<file path="config.mk">
export PLATFORM = sky130hd
export DESIGN_NAME = pipe_stall_ctrl
export DESIGN_NICKNAME = d
export VERILOG_FILES = /design/src/rtl/pipe_stall_ctrl.sv
export SDC_FILE = /design/constraint.sdc
export NUM_CORES = 1
export LEC_CHECK = 0
export CAP_MARGIN = 25
export CORE_AREA = 2 2 90 92
export DETAILED_ROUTE_END_ITERATION = 8
export DIE_AREA = 0 0 92 94
export PLACE_DENSITY = 0.83
export SYNTH_ARGS = -nofsm -noshare
export SYNTH_HDL_FRONTEND = slang
export SYNTH_SLANG_ARGS = --single-unit
</file>
<file path="constraint.sdc">
create_clock -name clk -period 2.2 [get_ports clk]
set_input_delay 0.33 -clock clk [delete_from_list [all_inputs] [get_ports clk]]
set_output_delay 0.33 -clock clk [all_outputs]
set_load 0.01 [all_outputs]
</file>
<file path="src/rtl/pipe_stall_ctrl.sv">
// Pipeline controller: merges stage stall requests, turns MEM-stage exceptions
// into a one-cycle flush with redirect, and tracks stall watchdog/perf counts.
module pipe_stall_ctrl #(
  parameter logic [31:0] EXC_VECTOR     = 32'h00000020,
  parameter logic [31:0] ERET_CODE      = 32'h0000000e,
  parameter int unsigned MASK_CYCLES    = 2,
  parameter int unsigned TIMEOUT_CYCLES = 1024
) (
  input  logic        clk,
  input  logic        rst,
  input  logic        stallreq_if,
  input  logic        stallreq_id,
  input  logic        stallreq_ex,
  input  logic        stallreq_mem,
  input  logic [31:0] excepttype_i,
  input  logic [31:0] cp0_epc_i,
  input  logic        wd_clear,
  output logic [5:0]  stall,
  output logic        flush,
  output logic [31:0] new_pc,
  output logic        wd_timeout,
  output logic [31:0] stall_cycles
);

  typedef enum logic {
    RUN  = 1'b0,
    MASK = 1'b1
  } state_t;

  localparam logic [3:0]  MASK_LOAD = 4'(MASK_CYCLES - 1);
  localparam logic [15:0] WD_LIMIT  = 16'(TIMEOUT_CYCLES);

  state_t      state_reg;
  logic [3:0]  mask_cnt_reg;
  logic [15:0] wd_cnt_reg;
  logic        wd_timeout_reg;
  logic [31:0] stall_cycles_reg;

  logic        exc_take;
  logic        stall_active;
  logic [15:0] wd_inc;
  logic        wd_hit;

  // Outputs are held quiet while reset is asserted, whatever the requests say.
  assign exc_take = rst && (excepttype_i != '0) && (state_reg != MASK);
  assign flush    = exc_take;

  always_comb begin
    new_pc = '0;
    if (exc_take) begin
      new_pc = (excepttype_i == ERET_CODE) ? cp0_epc_i : EXC_VECTOR;
    end
  end

  always_comb begin
    stall = 6'b000000;
    if (!rst || exc_take) begin
      stall = 6'b000000;
    end else if (stallreq_mem) begin
      stall = 6'b011111;
    end else if (stallreq_ex) begin
      stall = 6'b001111;
    end else if (stallreq_id || stallreq_if) begin
      stall = 6'b000111;
    end
  end

  assign stall_active = (stall != 6'b000000);
  assign wd_inc       = wd_cnt_reg + 16'd1;
  // Counter never exceeds the limit, so only the exact crossing can fire.
  assign wd_hit       = stall_active && (wd_cnt_reg != WD_LIMIT) && (wd_inc == WD_LIMIT);

  always_ff @(posedge clk or negedge rst) begin
    if (!rst) begin
      state_reg    <= RUN;
      mask_cnt_reg <= '0;
    end else begin
      case (state_reg)
        RUN: begin
          if (exc_take) begin
            state_reg    <= MASK;
            mask_cnt_reg <= MASK_LOAD;
          end
        end
        MASK: begin
          if (mask_cnt_reg == 4'd0) begin
            state_reg <= RUN;
          end else begin
            mask_cnt_reg <= mask_cnt_reg - 4'd1;
          end
        end
        default: begin
          state_reg    <= RUN;
          mask_cnt_reg <= '0;
        end
      endcase
    end
  end

  always_ff @(posedge clk or negedge rst) begin
    if (!rst) begin
      wd_cnt_reg     <= '0;
      wd_timeout_reg <= 1'b0;
    end else begin
      if (!stall_active || flush) begin
        wd_cnt_reg <= '0;
      end else if (wd_cnt_reg != WD_LIMIT) begin
        wd_cnt_reg <= wd_inc;
      end
      // A timeout landing in the same cycle as a clear must stay visible.
      if (wd_hit) begin
        wd_timeout_reg <= 1'b1;
      end else if (wd_clear) begin
        wd_timeout_reg <= 1'b0;
      end
    end
  end

  always_ff @(posedge clk or negedge rst) begin
    if (!rst) begin
      stall_cycles_reg <= '0;
    end else if (stall_active && (stall_cycles_reg != 32'hFFFF_FFFF)) begin
      stall_cycles_reg <= stall_cycles_reg + 32'd1;
    end
  end

  assign wd_timeout   = wd_timeout_reg;
  assign stall_cycles = stall_cycles_reg;

endmodule

</file>
# Word-level counts from Yosys, hierarchy flattened
# Cells that the tools add are included.
dict set report totals {
  ff_bits 54
  latch_bits 0
  ramBits 0
  mem_bits_ro 0
  in_bits 71
  output_inout_bits 72
  wordCells 47
  memories 0
}
dict set report classes {
  n_addsub 3
  mul 0
  n_div 0
  order_cmp 0
  eq_ne 6
  shifts 0
  muxes 16
  n_bitwise 1
  reduce_logical 16
}
# cell count
set ops {}
lappend ops {{32-bit two-way mux} 2}
lappend ops {{32-bit by 1-bit adder with 32-bit output, second input constant} 1}
lappend ops {{32-bit by 4-bit equality test with 1-bit output, second input constant} 1}
lappend ops {{16-bit two-way mux} 2}
lappend ops {{32-bit != test, second input constant} 1}
lappend ops {{32-bit nonzero test} 1}
lappend ops {{16-bit by 1-bit adder with 16-bit output, second input constant} 1}
lappend ops {{16-bit by 11-bit equality test with 1-bit output, second input constant} 1}
lappend ops {{16-bit by 11-bit != test with 1-bit output, second input constant} 1}
lappend ops {{4-bit two-way mux} 3}
lappend ops {{4-bit one-hot mux with 2 select lines} 1}
lappend ops {{6-bit two-way mux} 1}
lappend ops {{6-bit nonzero test} 1}
lappend ops {{1-bit logical AND} 5}
lappend ops {{5-bit two-way mux} 1}
lappend ops {{4-bit logical NOT} 1}
lappend ops {{1-bit two-way mux} 4}
lappend ops {{2-bit != test, second input constant} 2}
lappend ops {{2-bit nonzero test} 2}
lappend ops {{4-bit by 1-bit subtractor with 4-bit output, second input constant} 1}
lappend ops {{1-bit logical OR} 3}
lappend ops {{3-bit two-way mux} 1}
lappend ops {{1-bit logical NOT} 2}
lappend ops {{1-bit one-hot mux with 2 select lines} 1}
lappend ops {{other kinds (2)} 2}

# Depth between registers and ports, before layout
# Gate-level depths: netlist (run 1).
dict set report logic_depth {
  depth_word 9
  ltp_mapped 9
  depth_no_buf 7
}

# Worst setup path after synthesis (run 1)
# No wires, ideal clock.
dict set report synth_timing {
  path_kind {input to output}
  start {input excepttype_i[0]}
  end {output new_pc[0]}
  t_arrival_ns 1.568
  required_ns 1.870
  path_slack_ns 0.302
  path_stages 7
  cell_sequence {nor4_1 > nand4_1 > nor2_1 > nand4_1 > nor2_1 > clkbuf_1 > and2_1}
}
dict set report synth_between {
  elab_chain_cells 4
}
# element line_no
set synth_rtl {}
lappend synth_rtl {{start, declared} 15} ;# input logic [31:0] excepttype_i,
lappend synth_rtl {{32-bit nonzero test} 45} ;# assign exc_take = rst && (excepttype_i != '0) && (state_reg != MASK);
lappend synth_rtl {{1-bit logical AND (2 in a row)} 45}
lappend synth_rtl {{32-bit two-way mux *} 50} ;# if (exc_take) begin
lappend synth_rtl {{end, declared} 20} ;# output logic [31:0] new_pc,
# Mark *: on every way between the ends. The rest lies on a longest branch, timed or not.

# Worst setup path in the final report (run 1)
dict set report layout_timing {
  start {input excepttype_i[13]}
  end {output new_pc[15]}
}
# Same word-level chain as after synthesis.

==> impl_summary.md, run 1 <==
Run status
The flow ran to the end, but the final reports show violations. The checks that failed: negative setup slack.

Logic synthesis
Synthesis inferred 54 register bits. Each instance of the synthesized netlist takes up on average 9.17 µm². Of the total synthesized cell area, the portion taken by XOR and XNOR cells is 0.131.

The count of yosys warnings during synthesis is 0. The share of the Yosys chip area taken by registers is 0.431. In the synthesized netlist the dominant register cell turns out to be sky130_fd_sc_hd__dfrtp_1.

The number of distinct library cells after synthesis is 41. Of the total synthesized cell area, the portion taken by AND, OR, NAND and NOR gates is 0.328. The area share of fa/ha/maj cells after synthesis is 0.0160.

In the synthesized netlist, the number of instances is 342. The combinational family with the most area after synthesis is simple AND/OR/NAND/NOR gates. The synthesized net count is 417. The netlist area before placement is 0.00314 mm². Of the post-synthesis cell area, the part taken by muxes is 0.0140. In this run, synthesis inferred 0 flip-flops with an integrated enable.

The fraction of the mapped netlist area in compound gates is 0.0359. Counting flops with an async set or reset pin after synthesis yields a share of 1.00.

Timing
Setup violations remaining at the end of the flow were counted as 27. The max-slew violation count is 0. After layout, the worst setup slack is -103 ps. Hold timing on the final database bottoms out at a slack of 85.6 ps. The share of the cycle needed by the critical path after routing is 1.05.

The count of endpoints failing hold in the final timing report came to 0. The worst clock skew on the final layout is 10.6 ps. Setup total negative slack on the finished layout was measured at -1780 ps.

The minimum clock period after layout is 2300 ps. Setup repair after global routing could not meet its margin everywhere. Based on the critical path, the design can be clocked at up to 434 MHz.

Pwr
The total power draw is 2.63 mW. Of the total power, the share spent switching nets is 0.311. The cell internal power dissipation is 1.81 mW.

The sequential power share is 0.455. The share of total power dissipated in combinational logic is 0.310. In this run the power density over the cells is 520 mW/mm².

The switching component of the power is 0.817 mW. The clock network power share is 0.235. Summed over all cells, the static leakage comes to 2.27 nW. The worst-case IR drop observed on VDD is 0.404 mV.

Setup path
The cell occurring most often along the worst timing path is sky130_fd_sc_hd__nand4_1. Broken down by cell family, the worst path's largest delay share belongs to simple AND/OR/NAND/NOR gates. STA classifies the critical path startpoint as an input port. Walking the worst path, the cells encountered are clkdlybuf4s15_1 > nor4_4 > nand4_1 > nor2_1 > nand4_1 > nor2_4 > buf_4 > buf_6 > and2_1 > buf_2.

The slowest library cell on the worst path is sky130_fd_sc_hd__clkdlybuf4s15_1. The kind of capture point of the worst setup path is an output port. The total buffers and inverters traversed by the critical path is 4. For this run, the slowest stage of the critical path takes 220 ps. STA puts the critical path data required time at 1870 ps. STA puts the critical path data arrival time at 1970 ps. In this run the worst path has a maximum fanout of 5. The worst setup path is of the input port to output port kind.

Detailed routing
The aggregate routed wire length is 9450 µm. Dividing the detail-routed wire length by the instance count gives 15.5 µm. In the routed design, unresolved DRC markers number 0. The number of detailed-routing iterations run before antenna repair is 5. Summing over every cut layer, the via total after detailed routing is 3133.

The per-cell via count in the routed design is 5.14. The first-iteration detailed-routing DRC count is 127. The residual antenna-violating net count after detailed routing is 0.

Finish
The flip-flop count of the largest register, all copies and words added is 32. The area growth from synthesis to layout is 61.0%. The library cells used most frequently in the layout, excluding fill and tap cells, are sky130_fd_sc_hd__clkdlybuf4s50_1, sky130_fd_sc_hd__dfrtp_1, sky130_fd_sc_hd__nor2_1, sky130_fd_sc_hd__buf_6, sky130_fd_sc_hd__xnor2_1. At the end of the flow, the number of nets in the layout was 582. The post-layout instance count excluding filler cells is 610. The library cell used most frequently in the layout, excluding fill and tap cells, is sky130_fd_sc_hd__clkdlybuf4s50_1.

The antenna diode count is 0. The filler cells instantiated in the layout total 607. In the final layout, the share of cells above drive strength 1 is 0.270.

GRT
The maximum number of pins on one net before global-route repair is 31. The leftover overflow at the end of global routing is 0. The number of global-route vias before repair is 3254.

The global-route wire length before repair is 14900 µm. The initial antenna violation count is 0. The overall track demand over capacity in global routing is 0.212.

Clock tree
The TritonCTS sink count is 54. The H-tree was split into 2 levels. Clock-pin slew was measured on the worst setup and hold paths at 100 ps.

TritonCTS created 5 clock buffers. The CTS tree is built. The number of hold-repair buffers added at the cts stage is 0. The maximum count of clock buffers along a single path is 2.

The clock latency of the later-clocked register in the worst-skew pair is 310 ps. In this run the clock root is driven by a sky130_fd_sc_hd__clkbuf_8.

Placement
The routability congestion estimate is 0.921. The placed wire-length estimate is 6930 µm. The number of placed instances, taps included, is 593.

OpenSTA, run right after detailed placement, puts the worst setup slack at -773 ps. The count of input and output buffers is 141.

Die
Pin placement for this block handled 143 I/O pins. The floorplan step set the die width to 92 µm. The vertical die dimension is 94 µm.

The die covers 0.00865 mm². The starting density of the core is 0.412. The standard-cell row count is 32. The area inside the core boundary is 0.00761 mm².

Run
The tool flagged a number of max-cap violations equal to 0.

Hold path
The type of the tightest min-delay check is input port to async pin.
## layer usage
| metal | track usage | vias to the layer above | routed length (µm) |
|---|---|---|---|
| met1 | 0.260 | 1519 | 3820 |
| met2 | 0.374 | 97 | 5020 |
| li1 | - | 1500 | - |
| met5 | 0 | - | 0 |
| met3 | 0.0474 | 17 | 449 |
| met4 | 0.0634 | 0 | 163 |
## synth_stat cells, types with 2 or more instances
master / n / share of area
sky130_fd_sc_hd__dfrtp_1: 54 / 0.43
sky130_fd_sc_hd__mux2_2: 3 / 0.011
sky130_fd_sc_hd__buf_4: 3 / 0.0072
sky130_fd_sc_hd__nand4b_1: 2 / 0.0056
sky130_fd_sc_hd__nor4b_1: 2 / 0.0056
sky130_fd_sc_hd__nor3_1: 12 / 0.019
sky130_fd_sc_hd__nand3_1: 14 / 0.022
sky130_fd_sc_hd__nor3_2: 2 / 0.0064
sky130_fd_sc_hd__clkbuf_1: 5 / 0.0060
sky130_fd_sc_hd__xor2_1: 19 / 0.053
sky130_fd_sc_hd__and4_1: 8 / 0.022
sky130_fd_sc_hd__nand2b_1: 2 / 0.0040
sky130_fd_sc_hd__nand2_1: 28 / 0.034
sky130_fd_sc_hd__and2_1: 31 / 0.062
sky130_fd_sc_hd__a31oi_1: 2 / 0.0040
sky130_fd_sc_hd__xnor2_1: 28 / 0.078
sky130_fd_sc_hd__nor2_1: 41 / 0.049
sky130_fd_sc_hd__nor2b_1: 2 / 0.0040
sky130_fd_sc_hd__ha_1: 4 / 0.016
sky130_fd_sc_hd__buf_6: 2 / 0.0072
sky130_fd_sc_hd__o31ai_1: 2 / 0.0048
sky130_fd_sc_hd__and3_1: 11 / 0.022
sky130_fd_sc_hd__buf_2: 5 / 0.0080
sky130_fd_sc_hd__nand4_1: 20 / 0.040
sky130_fd_sc_hd__nor4_1: 10 / 0.020
sky130_fd_sc_hd__o21ai_0: 2 / 0.0032
sky130_fd_sc_hd__a21oi_1: 3 / 0.0048
sky130_fd_sc_hd__inv_1: 12 / 0.014
## what timing repair did
item / 4_1_cts / 5_1_grt
resized for setup: 267 / 25
buffers inserted: 3 / 2
cloned: 4 / 0
endpoints found under the setup margin: 38 / 35
pin swaps: 37 / 8
## power groups by stage
stage                     Clock (mW)  Sequential, mW  Combinational (mW)
after floorplan                    0            1.21               0.381
after global placement             0            1.21               0.818
after detailed placement           0            1.21               0.835
after CTS                      0.630            1.20               0.804
after global routing           0.667            1.21               0.902
final                          0.618            1.20               0.813
## worst reg2reg max path, cell delays in order (launching register included)
cell,delay [ps]
sky130_fd_sc_hd__dfrtp_1,470
sky130_fd_sc_hd__nand4_1,170
sky130_fd_sc_hd__nor3_2,350
sky130_fd_sc_hd__nand4b_1,180
sky130_fd_sc_hd__and3_1,250
sky130_fd_sc_hd__buf_12,150
sky130_fd_sc_hd__and4_1,200
sky130_fd_sc_hd__xor2_1,140
## area by class of cell
cell class              count  area [µm²]  area share
multi-input cells         261        1800       0.355
repair buffers            173        1630       0.322
flip-flops and latches     54        1350       0.268
well taps                 102         128      0.0253
clock buffers               7        96.3      0.0191
inverters                  12        45.0     0.00892
clock inverters             1        8.76     0.00173
## kinds of logic (layout without fill, tap and decap cells)
| family | Yosys count | in the layout |
|---|---|---|
| xor+xnor | 47 | 47 |
| mux | 4 | 4 |
| buf+inv | 27 | 193 |
| simple gates | 189 | 189 |
| flops | 54 | 54 |
| other cells | 1 | 1 |
| compound gates | 16 | 16 |
| fa+ha+maj | 4 | 4 |
## metrics by stage
step / util / instance area (µm²)
2_1_floorplan: - / 3140
3_3_place_gp: 0.627 / 4770
3_5_place_dp: 0.627 / 4770
4_1_cts: 0.649 / 4930
5_1_grt: 0.664 / 5050
6_report: 0.664 / 5050
## path summary, 6_finish.rpt
kind	start	end	slack, ps	cells past startpoint
worst max-delay path	excepttype_i[13]	new_pc[15]	-100	10
worst min-delay path	rst	stall_cycles[26]$_DFFE_PN0P_	90	2
worst max register to register	stall_cycles[7]$_DFFE_PN0P_	stall_cycles[16]$_DFFE_PN0P_	180	7
worst min register to register	stall_cycles[25]$_DFFE_PN0P_	stall_cycles[25]$_DFFE_PN0P_	500	1
max in group asynchronous	rst	stall_cycles[24]$_DFFE_PN0P_	1800	2
min in group clk	stall_cycles[25]$_DFFE_PN0P_	stall_cycles[25]$_DFFE_PN0P_	500	1
Note: power is estimated with default switching activity, not from simulation.
==> run 2, diff against run 1 <==
SETUP_SLACK_MARGIN = 0.1   (was unset)
==> run 2 against run 1 <==
  * The flow still finishes with violations (negative setup slack)
  * Via count is 0.57% higher
  * Utilization is 0.87 points higher
  * Non-clock buffer count is 3 higher
  * Die area stayed put
  * Fmax is 2.4% higher
  * Register-to-register slack better by 60 ps
  * Global-route usage is 0.28 points higher
  * Worst setup slack better by 54 ps
  * Critical path depth stayed put
  * Routed wire length is 1.9% higher
  * Largest power group unchanged
==> impl_summary.md, run 2 (same netlist as run 1, synthesis figures left out) <==
Setup path
The slowest library cell on the worst path is sky130_fd_sc_hd__nor4_4. The endpoint required time on the critical path is 1870 ps. In this design, the stage delay of the slowest critical-path cell is 250 ps. The setup path with the least slack is of type input port to output port. The kind of capture point of the worst setup path is an output port. By instance count, the cell type seen most on the critical path is sky130_fd_sc_hd__buf_6. The worst-path maximum fanout is 6. The worst setup path is launched from an input port.

The data arrival time of the worst path is 1920 ps. The family with the most delay on the worst path is simple AND/OR/NAND/NOR gates. Traced cell by cell, the critical path runs through buf_6 > nor4_4 > nand4_1 > nor2_1 > nand4_1 > nor2_4 > buf_6 > buf_6 > and2_4 > buf_6. The total buffers and inverters traversed by the critical path is 4.

Die
The top-level I/O count is 143. The vertical die dimension is 94 µm. Row generation in the floorplan step produced 32 rows. The die covers 0.00865 mm².

The starting density of the core is 0.412. The floorplan die width is 92 µm. The area inside the core boundary is 0.00761 mm².

Finish
Compared with the post-synthesis result, the final layout area differs by 63.1%. The library cell used most frequently in the layout, excluding fill and tap cells, is sky130_fd_sc_hd__clkdlybuf4s50_1. The top cell types in the final layout, fill and taps aside, are sky130_fd_sc_hd__clkdlybuf4s50_1, sky130_fd_sc_hd__dfrtp_1, sky130_fd_sc_hd__buf_6. The flip-flop count of the largest register, all copies and words added is 32. The repair_antennas step left the layout with diodes totalling 0.

At the end of the flow, the number of nets in the layout was 585. In the final layout, the share of cells above drive strength 1 is 0.294.

Pwr
The power density relative to cell area is 524 mW/mm². Across the VDD grid, the largest voltage drop is 0.404 mV. In this run the static leakage power is 2.29 nW.

The total power draw is 2.68 mW.

Timing
The minimum setup slack in the final design is -48.6 ps. The worst clock skew on the final layout is 11.0 ps. The count of endpoints failing hold in the final timing report was 0. Setup violations remaining at the end of the flow were counted as 24. The minimum clock period after layout is 2250 ps. Of the available clock period, the critical path in the final layout requires 1.02. Setup repair after global routing could not meet its margin everywhere. The max-slew violation count is 0. The final total negative setup slack is -616 ps. The highest clock frequency the design can meet is 445 MHz.

Clock tree
The maximum count of clock buffers along a single path is 2. The clock slew at the register clock pins of the worst setup and hold paths is 100 ps. The TritonCTS sink count is 54. The clock root buffer is sky130_fd_sc_hd__clkbuf_8. The H-tree depth reported by CTS is 2. The number of hold-repair buffers added at the cts stage is 0. The clock latency of the later-clocked register in the worst-skew pair is 310 ps.

The CTS tree is built. The number of clock buffers inserted by TritonCTS is 5.

Placement
During placement, the flow inserted port buffers numbering 141. Once detailed placement completed, the half-perimeter wirelength came to 6930 µm. The routability congestion estimate is 0.921.

GRT
The maximum number of pins on one net before global-route repair is 31. After global routing the overflow that remains totals 0. The initial antenna violation count is 0. The number of global-route vias before repair was 3256. The global-route wire length before repair is 15000 µm. In the global route stage, overall resource usage came out at 0.215.

Detailed routing
The residual antenna-violating net count after detailed routing is 0. The routed layout has 3151 vias. The first-iteration detailed-routing DRC count is 101.

After detailed routing, the average wire length per cell comes to 15.7 µm. The post-route DRC violation count is 0. The pre-antenna-repair detailed-routing pass consisted of 4 iterations. The aggregate routed wire length is 9630 µm.

In the routed layout, each cell is associated on average with a via count of 5.14.

Run
The count of max-cap constraint violations is 0.

Run status
The checks that failed: negative setup slack. The flow ran to the end, but the final reports show violations.

Hold path
The type of the tightest min-delay check is input port to async pin.
==> run 2: cell count changes in the layout (fill, tap and decap cells not counted), sizes merged <==
cell,previous run,this run
clkdlybuf4s15,5,7
clkbuf,8,10
dlygate4sd2,12,7
buf,82,86
==> run 2: per-layer routing <==
metal | track usage | wire length (µm) | part of all wire | up-vias
met1 | 0.264 | 3800 | 0.39 | 1514
met3 | 0.0498 | 487 | 0.051 | 25
met2 | 0.375 | 5120 | 0.53 | 107
li1 | - | - | - | 1505
met5 | 0 | 0 | 0 | -
met4 | 0.0672 | 225 | 0.023 | 0
==> run 2: area by class of cell <==
| cell class | instances | area (µm²) |
|---|---|---|
| Fill cell | 594 | 2490 |
| Timing Repair Buffer | 176 | 1660 |
| Tap cell | 102 | 128 |
| Clock inverter | 1 | 8.76 |
| Sequential cell | 54 | 1350 |
| Clock buffer | 7 | 96.3 |
| Inverter | 12 | 45.0 |
| Multi-Input combinational cell | 261 | 1830 |
==> run 2: final timing paths <==
check                                                     to  depth (start not counted)  slack, ps                          from
worst max-delay path                              new_pc[13]                         10        -50               excepttype_i[4]
worst min-delay path            stall_cycles[26]$_DFFE_PN0P_                          2         90                           rst
worst max register to register  stall_cycles[16]$_DFFE_PN0P_                          7        240  stall_cycles[23]$_DFFE_PN0P_
worst min register to register  stall_cycles[25]$_DFFE_PN0P_                          1        500  stall_cycles[25]$_DFFE_PN0P_
max in group asynchronous        stall_cycles[7]$_DFFE_PN0P_                          2       1790                           rst
min in group clk                stall_cycles[25]$_DFFE_PN0P_                          1        500  stall_cycles[25]$_DFFE_PN0P_
==> run 2: metrics by stage <==
stage	instances	util	hold slack, ps	setup WS [ps]	cell area [µm²]
2_1_floorplan	342	-	34.4	302	3140
3_3_place_gp	593	0.627	465	-729	4770
3_5_place_dp	593	0.627	452	-773	4770
4_1_cts	609	0.656	103	-39.9	4990
5_1_grt	613	0.673	106	-153	5120
6_report	613	0.673	85.6	-48.6	5120
==> run 2: worst reg2reg max path, delay by kind of cell, from the launching register on <==
| kind | cells | cell delay [ps] |
|---|---|---|
| xor+xnor | 1 | 140 |
| flops | 1 | 430 |
| buf+inv | 1 | 150 |
| simple gates | 5 | 1130 |
==> run 2: where the power goes <==
part	total, mW	switching [mW]	internal [mW]	leakage (nW)
clock network	0.618	0.329	0.289	0.0544
registers	1.19	0.107	1.09	0.725
logic	0.869	0.407	0.462	1.52
==> run 2: timing repair <==
action,4_1_cts,5_1_grt
gates cloned,4,0
gates resized for setup,284,30
pin swaps,42,9
setup buffers,4,4
endpoints found under the setup margin,39,40
